$ cat src/rtl/mdu_sequencer_pkg.sv
// Shared MDU definitions for the main controller and the multiply/divide sequencer.
// Holds the MDU op encoding, the sequencer state encoding and the MIPS funct codes
// that the controller decodes into MDU requests or HI/LO reads.
package mdu_sequencer_pkg;

  typedef enum logic [1:0] {
    OpMult  = 2'b00,
    OpMultu = 2'b01,
    OpDiv   = 2'b10,
    OpDivu  = 2'b11
  } mdu_op_e;

  typedef enum logic [2:0] {
    StIdle = 3'd0,
    StPrep = 3'd1,
    StRun  = 3'd2,
    StFix  = 3'd3,
    StDone = 3'd4
  } mdu_state_e;

  localparam logic [5:0] FunctMfhi  = 6'h10;
  localparam logic [5:0] FunctMflo  = 6'h12;
  localparam logic [5:0] FunctMult  = 6'h18;
  localparam logic [5:0] FunctMultu = 6'h19;
  localparam logic [5:0] FunctDiv   = 6'h1A;
  localparam logic [5:0] FunctDivu  = 6'h1B;

  // Bit 1 of the op selects divide, bit 0 selects unsigned.
  function automatic logic op_is_div(mdu_op_e op);
    return op[1];
  endfunction

  function automatic logic op_is_signed(mdu_op_e op);
    return ~op[0];
  endfunction

endpackage

$ cat src/rtl/mdu_sequencer_if.sv
// Controller <-> MDU request/result bundle.
//   start, op, a, b          : request, driven by the controller (master)
//   busy, done, div_zero     : status, driven by the MDU (slave)
//   hi, lo                   : result registers, driven by the MDU
interface mdu_sequencer_if #(
  parameter int unsigned Width = 32
);
  logic             start;
  logic [1:0]       op;
  logic [Width-1:0] a;
  logic [Width-1:0] b;
  logic             busy;
  logic             done;
  logic             div_zero;
  logic [Width-1:0] hi;
  logic [Width-1:0] lo;

  modport master (
    output start, op, a, b,
    input  busy, done, div_zero, hi, lo
  );

  modport slave (
    input  start, op, a, b,
    output busy, done, div_zero, hi, lo
  );
endinterface

$ cat src/rtl/mdu_step.sv
// One radix-2 iteration of the MDU datapath, purely combinational.
//   is_div_i : 0 = shift-add multiply step, 1 = restoring divide step
//   acc_i    : {upper, lower} accumulator ({product hi, multiplier} or {rem, quot})
//   opnd_i   : multiplicand (multiply) or divisor (divide) magnitude
//   acc_o    : accumulator after the iteration
module mdu_step #(
  parameter int unsigned Width = 32
) (
  input  logic               is_div_i,
  input  logic [2*Width-1:0] acc_i,
  input  logic [Width-1:0]   opnd_i,
  output logic [2*Width-1:0] acc_o
);
  logic [Width:0] sum;
  logic [Width:0] rem_sh;
  logic [Width:0] trial;

  always_comb begin
    sum    = {1'b0, acc_i[2*Width-1:Width]} + (acc_i[0] ? {1'b0, opnd_i} : '0);
    // Remainder after the left shift needs one extra bit before the trial subtract.
    rem_sh = acc_i[2*Width-1:Width-1];
    trial  = rem_sh - {1'b0, opnd_i};
    if (is_div_i) begin
      if (!trial[Width]) begin
        acc_o = {trial[Width-1:0], acc_i[Width-2:0], 1'b1};
      end else begin
        acc_o = {rem_sh[Width-1:0], acc_i[Width-2:0], 1'b0};
      end
    end else begin
      // Carry out of the add becomes the new top bit after the right shift.
      acc_o = {sum, acc_i[Width-1:1]};
    end
  end
endmodule

$ cat src/rtl/mdu_sequencer.sv
// Multi-cycle MULT/MULTU/DIV/DIVU sequencer. Signed ops run on magnitudes and the
// sign is fixed up in FIX. Fixed latency of Width+3 edges from start to done.
//   clk_i    : rising-edge clock
//   rst_i    : synchronous active-high reset
//   bus      : slave side of mdu_sequencer_if (request in, busy/done/div_zero/hi/lo out)
module mdu_sequencer
  import mdu_sequencer_pkg::*;
#(
  parameter int unsigned Width = 32
) (
  input logic           clk_i,
  input logic           rst_i,
  mdu_sequencer_if.slave bus
);
  localparam int unsigned CntW = $clog2(Width);
  localparam logic [CntW-1:0] CntLast = CntW'(Width - 1);

  mdu_state_e         state_q;
  mdu_op_e            op_q;
  logic [Width-1:0]   a_q, b_q, opnd_q, hi_q, lo_q;
  logic [2*Width-1:0] acc_q, acc_step, prod_fix;
  logic [CntW-1:0]    cnt_q;
  logic               neg_res_q, neg_rem_q, busy_q, done_q, div_zero_q;

  logic               is_div, a_neg, b_neg;
  logic [Width-1:0]   a_mag, b_mag, quot_fix, rem_fix;

  assign is_div   = op_is_div(op_q);
  assign a_neg    = op_is_signed(op_q) & a_q[Width-1];
  assign b_neg    = op_is_signed(op_q) & b_q[Width-1];
  assign a_mag    = a_neg ? -a_q : a_q;
  assign b_mag    = b_neg ? -b_q : b_q;
  assign prod_fix = neg_res_q ? -acc_q : acc_q;
  assign quot_fix = neg_res_q ? -acc_q[Width-1:0] : acc_q[Width-1:0];
  assign rem_fix  = neg_rem_q ? -acc_q[2*Width-1:Width] : acc_q[2*Width-1:Width];

  mdu_step #(
    .Width(Width)
  ) u_step (
    .is_div_i(is_div),
    .acc_i   (acc_q),
    .opnd_i  (opnd_q),
    .acc_o   (acc_step)
  );

  always_ff @(posedge clk_i) begin
    if (rst_i) begin
      state_q    <= StIdle;
      op_q       <= OpMult;
      a_q        <= '0;
      b_q        <= '0;
      opnd_q     <= '0;
      acc_q      <= '0;
      cnt_q      <= '0;
      neg_res_q  <= 1'b0;
      neg_rem_q  <= 1'b0;
      busy_q     <= 1'b0;
      done_q     <= 1'b0;
      div_zero_q <= 1'b0;
      hi_q       <= '0;
      lo_q       <= '0;
    end else begin
      unique case (state_q)
        StIdle: begin
          if (bus.start) begin
            op_q       <= mdu_op_e'(bus.op);
            a_q        <= bus.a;
            b_q        <= bus.b;
            div_zero_q <= 1'b0;
            busy_q     <= 1'b1;
            state_q    <= StPrep;
          end
        end
        StPrep: begin
          neg_res_q <= a_neg ^ b_neg;
          neg_rem_q <= a_neg;
          // Multiply: |a| is added, |b| is shifted out of the low half.
          // Divide: |b| is subtracted, |a| is shifted out of the low half.
          opnd_q    <= is_div ? b_mag : a_mag;
          acc_q     <= {{Width{1'b0}}, (is_div ? a_mag : b_mag)};
          cnt_q     <= '0;
          state_q   <= StRun;
        end
        StRun: begin
          acc_q <= acc_step;
          cnt_q <= cnt_q + 1'b1;
          if (cnt_q == CntLast) begin
            state_q <= StFix;
          end
        end
        StFix: begin
          if (!is_div) begin
            {hi_q, lo_q} <= prod_fix;
          end else if (b_q == '0) begin
            lo_q       <= '1;
            hi_q       <= a_q;
            div_zero_q <= 1'b1;
          end else begin
            lo_q <= quot_fix;
            hi_q <= rem_fix;
          end
          done_q  <= 1'b1;
          state_q <= StDone;
        end
        StDone: begin
          done_q  <= 1'b0;
          busy_q  <= 1'b0;
          state_q <= StIdle;
        end
        default: state_q <= StIdle;
      endcase
    end
  end

  assign bus.busy     = busy_q;
  assign bus.done     = done_q;
  assign bus.div_zero = div_zero_q;
  assign bus.hi       = hi_q;
  assign bus.lo       = lo_q;
endmodule

$ cat src/flat_wrapper.sv
// flat-port wrapper written by rule: the top's interface ports become plain ports
module mdu_sequencer_flat import mdu_sequencer_pkg::*;
#(
  parameter int unsigned Width = 32
)
  (clk_i, rst_i, bus_start, bus_op, bus_a, bus_b, bus_busy, bus_done, bus_div_zero, bus_hi, bus_lo);
  mdu_sequencer_if #(.Width(Width)) bus_i ();
  input logic clk_i;
  input logic rst_i;
  input wire logic [$bits(bus_i.start)-1:0] bus_start;
  input wire logic [$bits(bus_i.op)-1:0] bus_op;
  input wire logic [$bits(bus_i.a)-1:0] bus_a;
  input wire logic [$bits(bus_i.b)-1:0] bus_b;
  output wire logic [$bits(bus_i.busy)-1:0] bus_busy;
  output wire logic [$bits(bus_i.done)-1:0] bus_done;
  output wire logic [$bits(bus_i.div_zero)-1:0] bus_div_zero;
  output wire logic [$bits(bus_i.hi)-1:0] bus_hi;
  output wire logic [$bits(bus_i.lo)-1:0] bus_lo;
  assign bus_i.start = bus_start;
  assign bus_i.op = bus_op;
  assign bus_i.a = bus_a;
  assign bus_i.b = bus_b;
  assign bus_busy = bus_i.busy;
  assign bus_done = bus_i.done;
  assign bus_div_zero = bus_i.div_zero;
  assign bus_hi = bus_i.hi;
  assign bus_lo = bus_i.lo;
  mdu_sequencer #(.Width(Width)) u_core (.clk_i(clk_i), .rst_i(rst_i), .bus(bus_i));
endmodule
$ cat config.mk
export PLATFORM = sky130hd
export DESIGN_NAME = mdu_sequencer_flat
export DESIGN_NICKNAME = d
export VERILOG_FILES = /design/src/rtl/mdu_sequencer_pkg.sv /design/src/rtl/mdu_sequencer_if.sv /design/src/rtl/mdu_step.sv /design/src/rtl/mdu_sequencer.sv /design/src/flat_wrapper.sv
export SDC_FILE = /design/constraint.sdc
export NUM_CORES = 1
export LEC_CHECK = 0
export CAP_MARGIN = 20
export CORE_ASPECT_RATIO = 0.7
export CORE_MARGIN = 8
export CORE_UTILIZATION = 60
export DETAILED_ROUTE_END_ITERATION = 6
export DONT_BUFFER_PORTS = 1
export HOLD_SLACK_MARGIN = 0.06
export PLACE_DENSITY_LB_ADDON = 0.1
export SETUP_SLACK_MARGIN = 0.2
export SKIP_LAST_GASP = 1
export SYNTH_ARGS = -nofsm -noshare
export SYNTH_HDL_FRONTEND = slang
export SYNTH_HIERARCHICAL = 1
export SYNTH_SLANG_ARGS = --single-unit
$ cat constraint.sdc
create_clock -name clk_i -period 4.6 [get_ports clk_i]
set_clock_uncertainty 0.2 [all_clocks]
set_input_delay 0.23 -clock clk_i [delete_from_list [all_inputs] [get_ports clk_i]]
set_output_delay 0.23 -clock clk_i [all_outputs]
set_load 0.02 [all_outputs]
==> results of run 1 <==
==> per-layer routing <==
metal | track usage, % | routed length [um] | vias up
li1 | - | - | 8311
met3 | 10.3 | 8930 | 152
met5 | 0 | 0 | -
met1 | 51.2 | 27400 | 8638
met4 | 11.5 | 2260 | 0
met2 | 51.6 | 26400 | 1187
==> timing repair <==
item,CTS,global route
hold buffers,70,0
endpoints found under the setup margin,0,4
resized for setup,0,1
endpoints found under the hold margin,237,0
==> power breakdown <==
part	internal [uW]	switching, uW	leakage, uW
clock network	1200	895	0.000396
registers	2160	195	0.00194
logic	666	1210	0.00518
==> critical path: cells and delay by family, from the launching register on <==
| kind | cells | cell delay [ps] |
|---|---|---|
| buffers and inverters | 2 | 560 |
| AND/OR/NAND/NOR | 3 | 430 |
| AO/OA/AOI/OAI | 7 | 1510 |
| adder cells (fa/ha/maj) | 2 | 650 |
| XOR/XNOR | 1 | 260 |
| flip-flops | 1 | 430 |
==> registers in the layout (all words and copies together), names as in the netlist, 2 cells and up <==
name	count
u_core/acc_q	64
u_core/bus.hi	32
u_core/state_q	3
u_core/op_q	2
u_core/bus.lo	32
u_core/b_q	32
u_core/opnd_q	32
u_core/cnt_q	5
u_core/a_q	32
==> final cells by class <==
type	count	area [um^2]	share of cell area, %
Clock buffer	33	718	3.75
Inverter	62	233	1.21
Clock inverter	8	95.1	0.496
Multi-Input combinational cell	1848	11700	61.2
Tap cell	378	473	2.47
Timing Repair Buffer	121	1120	5.85
Sequential cell	239	4790	25.0
==> Yosys cell counts, drive strengths merged, types with 12 or more instances <==
cell type,number,share of area [%]
nor4,31,1.1
ha,70,5.0
a211oi,28,1.2
a311oi,16,0.80
xnor2,106,5.4
or3,12,0.43
a21oi,213,6.2
a21o,24,1.0
inv,62,1.3
o22ai,32,1.1
mux2i,26,1.5
nand2,319,6.9
a31oi,37,1.4
o41ai,15,0.91
nand4,19,0.68
xor2,95,4.9
o21ai,89,2.6
a221oi,13,0.69
a22oi,59,2.5
o31ai,32,1.4
nor3,44,1.3
nor2,229,4.9
clkbuf,146,3.2
nand3,46,1.3
nor2b,13,0.47
o21a,14,0.60
buf,27,0.80
mux2,33,2.1
nand2b,14,0.50
or4,16,0.75
and2,41,1.5
and3,14,0.50
o211ai,36,1.6
dfxtp,239,27
==> per-stage QoR <==
step	cells	hold slack, ps
after floorplan	2322	166
after global placement	2577	121
after detailed placement	2577	123
after CTS	2688	140
after global routing	2689	174
final	2689	157
==> logic make-up (layout without fill, tap and decap cells) <==
| group | after synthesis | count (layout) | synth area share, % |
|---|---|---|---|
| buf+inv | 235 | 224 | 5.30 |
| compound gates | 685 | 685 | 26.2 |
| simple gates | 831 | 831 | 21.9 |
| mux | 59 | 59 | 3.63 |
| flops | 239 | 239 | 27.5 |
| xor+xnor | 201 | 201 | 10.3 |
| fa+ha+maj | 72 | 72 | 5.26 |
==> path summary, 6_finish.rpt <==
| path | start | endpoint | slack, ps |
|---|---|---|---|
| max | u_core/acc_q[31]$_SDFFE_PP0P_ | u_core/acc_q[33]$_SDFFE_PP0P_ | 490 |
| min | bus_b[22] | u_core/b_q[22]$_SDFFE_PP0P_ | 160 |
| max reg2reg | u_core/acc_q[31]$_SDFFE_PP0P_ | u_core/acc_q[33]$_SDFFE_PP0P_ | 490 |
| min reg2reg | u_core/cnt_q[3]$_SDFFE_PP0P_ | u_core/cnt_q[3]$_SDFFE_PP0P_ | 280 |
==> out/results.txt, run 1 <==
status -> complete, no violations
Finished Cell Area -> 0.0192 mm^2
Setup violations, final -> 0
syn_nets -> 2463
H-tree depth -> 1
routed len/inst -> 24.2 um
clock buffer depth -> 3
WL final -> 65000 um
Post-Syn Instances -> 2322
core area -> 0.0288 mm^2
via/cell ratio -> 6.80
worst hold-check path type -> input port to flop
Final Cycle Share -> 89.4%
power per cell area -> 330 mW/mm^2
share of cells above drive strength 1 -> 7.18%
clock root cell -> clkbuf_16
crit-path cells -> inv_1, ha_1, fa_1, nand2b_1, a21oi_1, o21ai_1, o21ai_2, a31oi_4, a21oi_4, xnor2_2, buf_4, nand2_1, a31oi_1, a22oi_1, nor2_1
Via Count -> 18288
Max IR drop VDD -> 0.000337 V
cts bufs inserted -> 26
Num Clock Sinks -> 239
commonest non-fill, non-tap cell in the layout -> nand2_1
Critical Path RT -> 4880 ps
vias in the first global route -> 16632
YS warnings -> 6
Yosys reg bits -> 239
Tot Pwr -> 6320 uW
Slew Viols, Final -> 0
Critical Path Fanout Max -> 18
number of synthesized flops with an enable pin -> 0
global-route wire length before repair -> 98800 um
fill count -> 2459
pre-CTS setup slack -> 388 ps
share of flip-flops with an asynchronous set or reset -> 0%
RSZ-0062 raised after global routing -> false
latest clock arrival within the worst-skew pair -> 560 ps
worst rel slew slack -> 23.8%
Distinct cells, synth -> 92
initial core utilization -> 60.6%
slew of the pin with the lowest slew margin -> 1140 ps
TNS Setup -> 0 ps
Initial DRC Count -> 2584
overall global routing resource usage -> 36.0%
die area -> 0.0348 mm^2
CP Capture Type -> flop
worst hold path depth -> 3
crit path kind -> flop to flop
R2R cell count -> 15
antenna violations before repair -> 0
post-route ant nets -> 0
Top Ports -> 136
final worst slack -> 486 ps
Placed Area -> 0.0176 mm^2
largest stage delay on the critical path -> 430 ps
Seq/Total Area, Yosys -> 27.5%
post-layout min period -> 4110 ps
Final Net Count -> 2439
number of max-cap violations -> 0
GRT overflow -> 0
ANT cells -> 0
largest net degree at the start of global routing -> 216
most frequent cells in the layout -> nand2_1, dfxtp_1, nor2_1
Final Hold Fails -> 0
Area Growth Syn to Fin -> 10.1%
crit path DAT -> 4400 ps
synthesized cell area -> 0.0174 mm^2
Clk pin slew, worst setup/hold paths -> 60 ps
Remaining DRCs -> 0
DRT Pass-1 Iters -> 7
CTS tree -> done
ys flop type -> dfxtp_1
GP Congestion -> 1.03
Die Wd -> 220 um
num rows -> 52
die height -> 159 um
post-CTS setup buffers -> 0
Avg Inst Size Synth -> 7.50 um^2
CP startpoint kind -> flop
fmax -> 243 MHz
# port buffers -> 0
Final Core Density -> 66.6%
dpl hpwl -> 46800 um
Lkg Pwr -> 0.00752 uW
critical path's slowest cell -> dfxtp_1
Power figures use the tool's default switching activity.
==> run 2, diff against run 1 <==
==> constraint.sdc (replaced) <==
create_clock -name clk_i -period 3.9 [get_ports clk_i]
set_clock_uncertainty 0.2 [all_clocks]
set_input_delay 0.195 -clock clk_i [delete_from_list [all_inputs] [get_ports clk_i]]
set_output_delay 0.195 -clock clk_i [all_outputs]
set_load 0.02 [all_outputs]
==> out/results.txt, run 2 (same netlist as run 1, synthesis figures left out) <==
status -> complete, no violations
RSZ-0062 raised after global routing -> true
dpl hpwl -> 47400 um
family with the most delay on the worst path -> simple AND/OR/NAND/NOR gates
fill count -> 2314
final hold slack -> 82.6 ps
pre-CTS setup slack -> 51.1 ps
ANT cells -> 0
die height -> 159 um
Die Wd -> 220 um
Max IR drop VDD -> 0.000484 V
core area -> 0.0288 mm^2
initial core utilization -> 60.6%
crit path DAT -> 3950 ps
CP Capture Type -> flop
antenna violations before repair -> 2
Final Hold Fails -> 0
global-route wire length before repair -> 101000 um
H-tree depth -> 1
Via Count -> 18906
CP startpoint kind -> flop
post-route ant nets -> 0
worst rel slew slack -> 22.4%
WL final -> 67600 um
clock buffer depth -> 3
GP Congestion -> 1.02
number of max-cap violations -> 0
Slew Viols, Final -> 0
commonest non-fill, non-tap cell in the layout -> nand2_1
Critical Path Fanout Max -> 5
Remaining DRCs -> 0
fmax -> 269 MHz
Clk pin slew, worst setup/hold paths -> 60 ps
die area -> 0.0348 mm^2
largest stage delay on the critical path -> 700 ps
clock root cell -> clkbuf_16
Final Core Density -> 71.9%
Lkg Pwr -> 0.00853 uW
worst hold-check path type -> input port to flop
Final Cycle Share -> 95.5%
Num Clock Sinks -> 239
crit path kind -> flop to flop
routed len/inst -> 23.9 um
GRT overflow -> 0
multi-input logic area -> 0.0120 mm^2
FF+latch area -> 0.00480 mm^2
crit-path cells -> or4_4, or4b_2, o31ai_1, xnor2_1, o211ai_1, a21oi_1, dlygate4sd3_1
overall global routing resource usage -> 36.9%
cts bufs inserted -> 25
post-layout min period -> 3720 ps
latest clock arrival within the worst-skew pair -> 540 ps
# port buffers -> 0
WP buf/inv -> 1
num rows -> 52
largest net degree at the start of global routing -> 143
Final Net Count -> 2574
CTS tree -> done
slew of the pin with the lowest slew margin -> 1160 ps
Setup violations, final -> 0
Initial DRC Count -> 2985
final worst slack -> 176 ps
Biggest register -> u_core/acc_q
most frequent cells in the layout -> nand2_1, dfxtp_1, nor2_1
DRT Pass-1 Iters -> 7
vias in the first global route -> 17078
share of cells above drive strength 1 -> 10.9%
Area Growth Syn to Fin -> 18.8%
Top Ports -> 136
Critical Path RT -> 4120 ps
via/cell ratio -> 6.69
TNS Setup -> 0 ps
critical path's slowest cell -> or4b_2
power per cell area -> 371 mW/mm^2
Largest register FFs -> 64
## run 2: worst paths after layout
path                            startpoint                        endpoint  slack, ps  depth (start not counted)
max            u_core/b_q[15]$_SDFFE_PP0P_  u_core/opnd_q[25]$_SDFFE_PP0P_        180                          7
min                                  rst_i  u_core/bus.lo[13]$_SDFFE_PP0P_         80                          2
max reg2reg    u_core/b_q[15]$_SDFFE_PP0P_  u_core/opnd_q[25]$_SDFFE_PP0P_        180                          7
min reg2reg  u_core/opnd_q[5]$_SDFFE_PP0P_   u_core/opnd_q[5]$_SDFFE_PP0P_        320                          2
## run 2: layout make-up
cell class,count,area share [%]
repair buffers,257,11.7
clock buffers,38,3.50
well taps,378,2.29
flip-flops and latches,239,23.2
multi-input cells,1848,58.0
clock inverters,6,0.212
inverters,62,1.12
## run 2: metal layers
| metal | up-vias | part of all wire [%] | track usage [%] |
|---|---|---|---|
| met5 | - | 0.047 | 0 |
| met2 | 1223 | 40 | 51.6 |
| met4 | 4 | 3.9 | 11.3 |
| met1 | 8901 | 42 | 51.5 |
| met3 | 177 | 14 | 14.0 |
| li1 | 8601 | - | - |
## run 2: report_power, final
part	switching (uW)	internal, uW	leakage, uW
Combinational	1530	1060	0.00623
Sequential	215	2540	0.00195
Clock	1040	1280	0.000363
## run 2: what timing repair did
action	CTS	global route
hold endpoints to repair	237	0
endpoints found under the setup margin	28	66
setup buffers	1	12
pin swaps	1	12
hold buffers	149	0
gates resized for setup	4	60
cloned	0	2
## run 2: through the flow
stage          power [uW]  cells  instance area (um^2)
2_1_floorplan        4250   2322                 17400
3_3_place_gp         4840   2620                 18000
3_5_place_dp         4870   2620                 18000
4_1_cts              7300   2814                 20300
5_1_grt              7920   2828                 20700
6_report             7670   2828                 20700
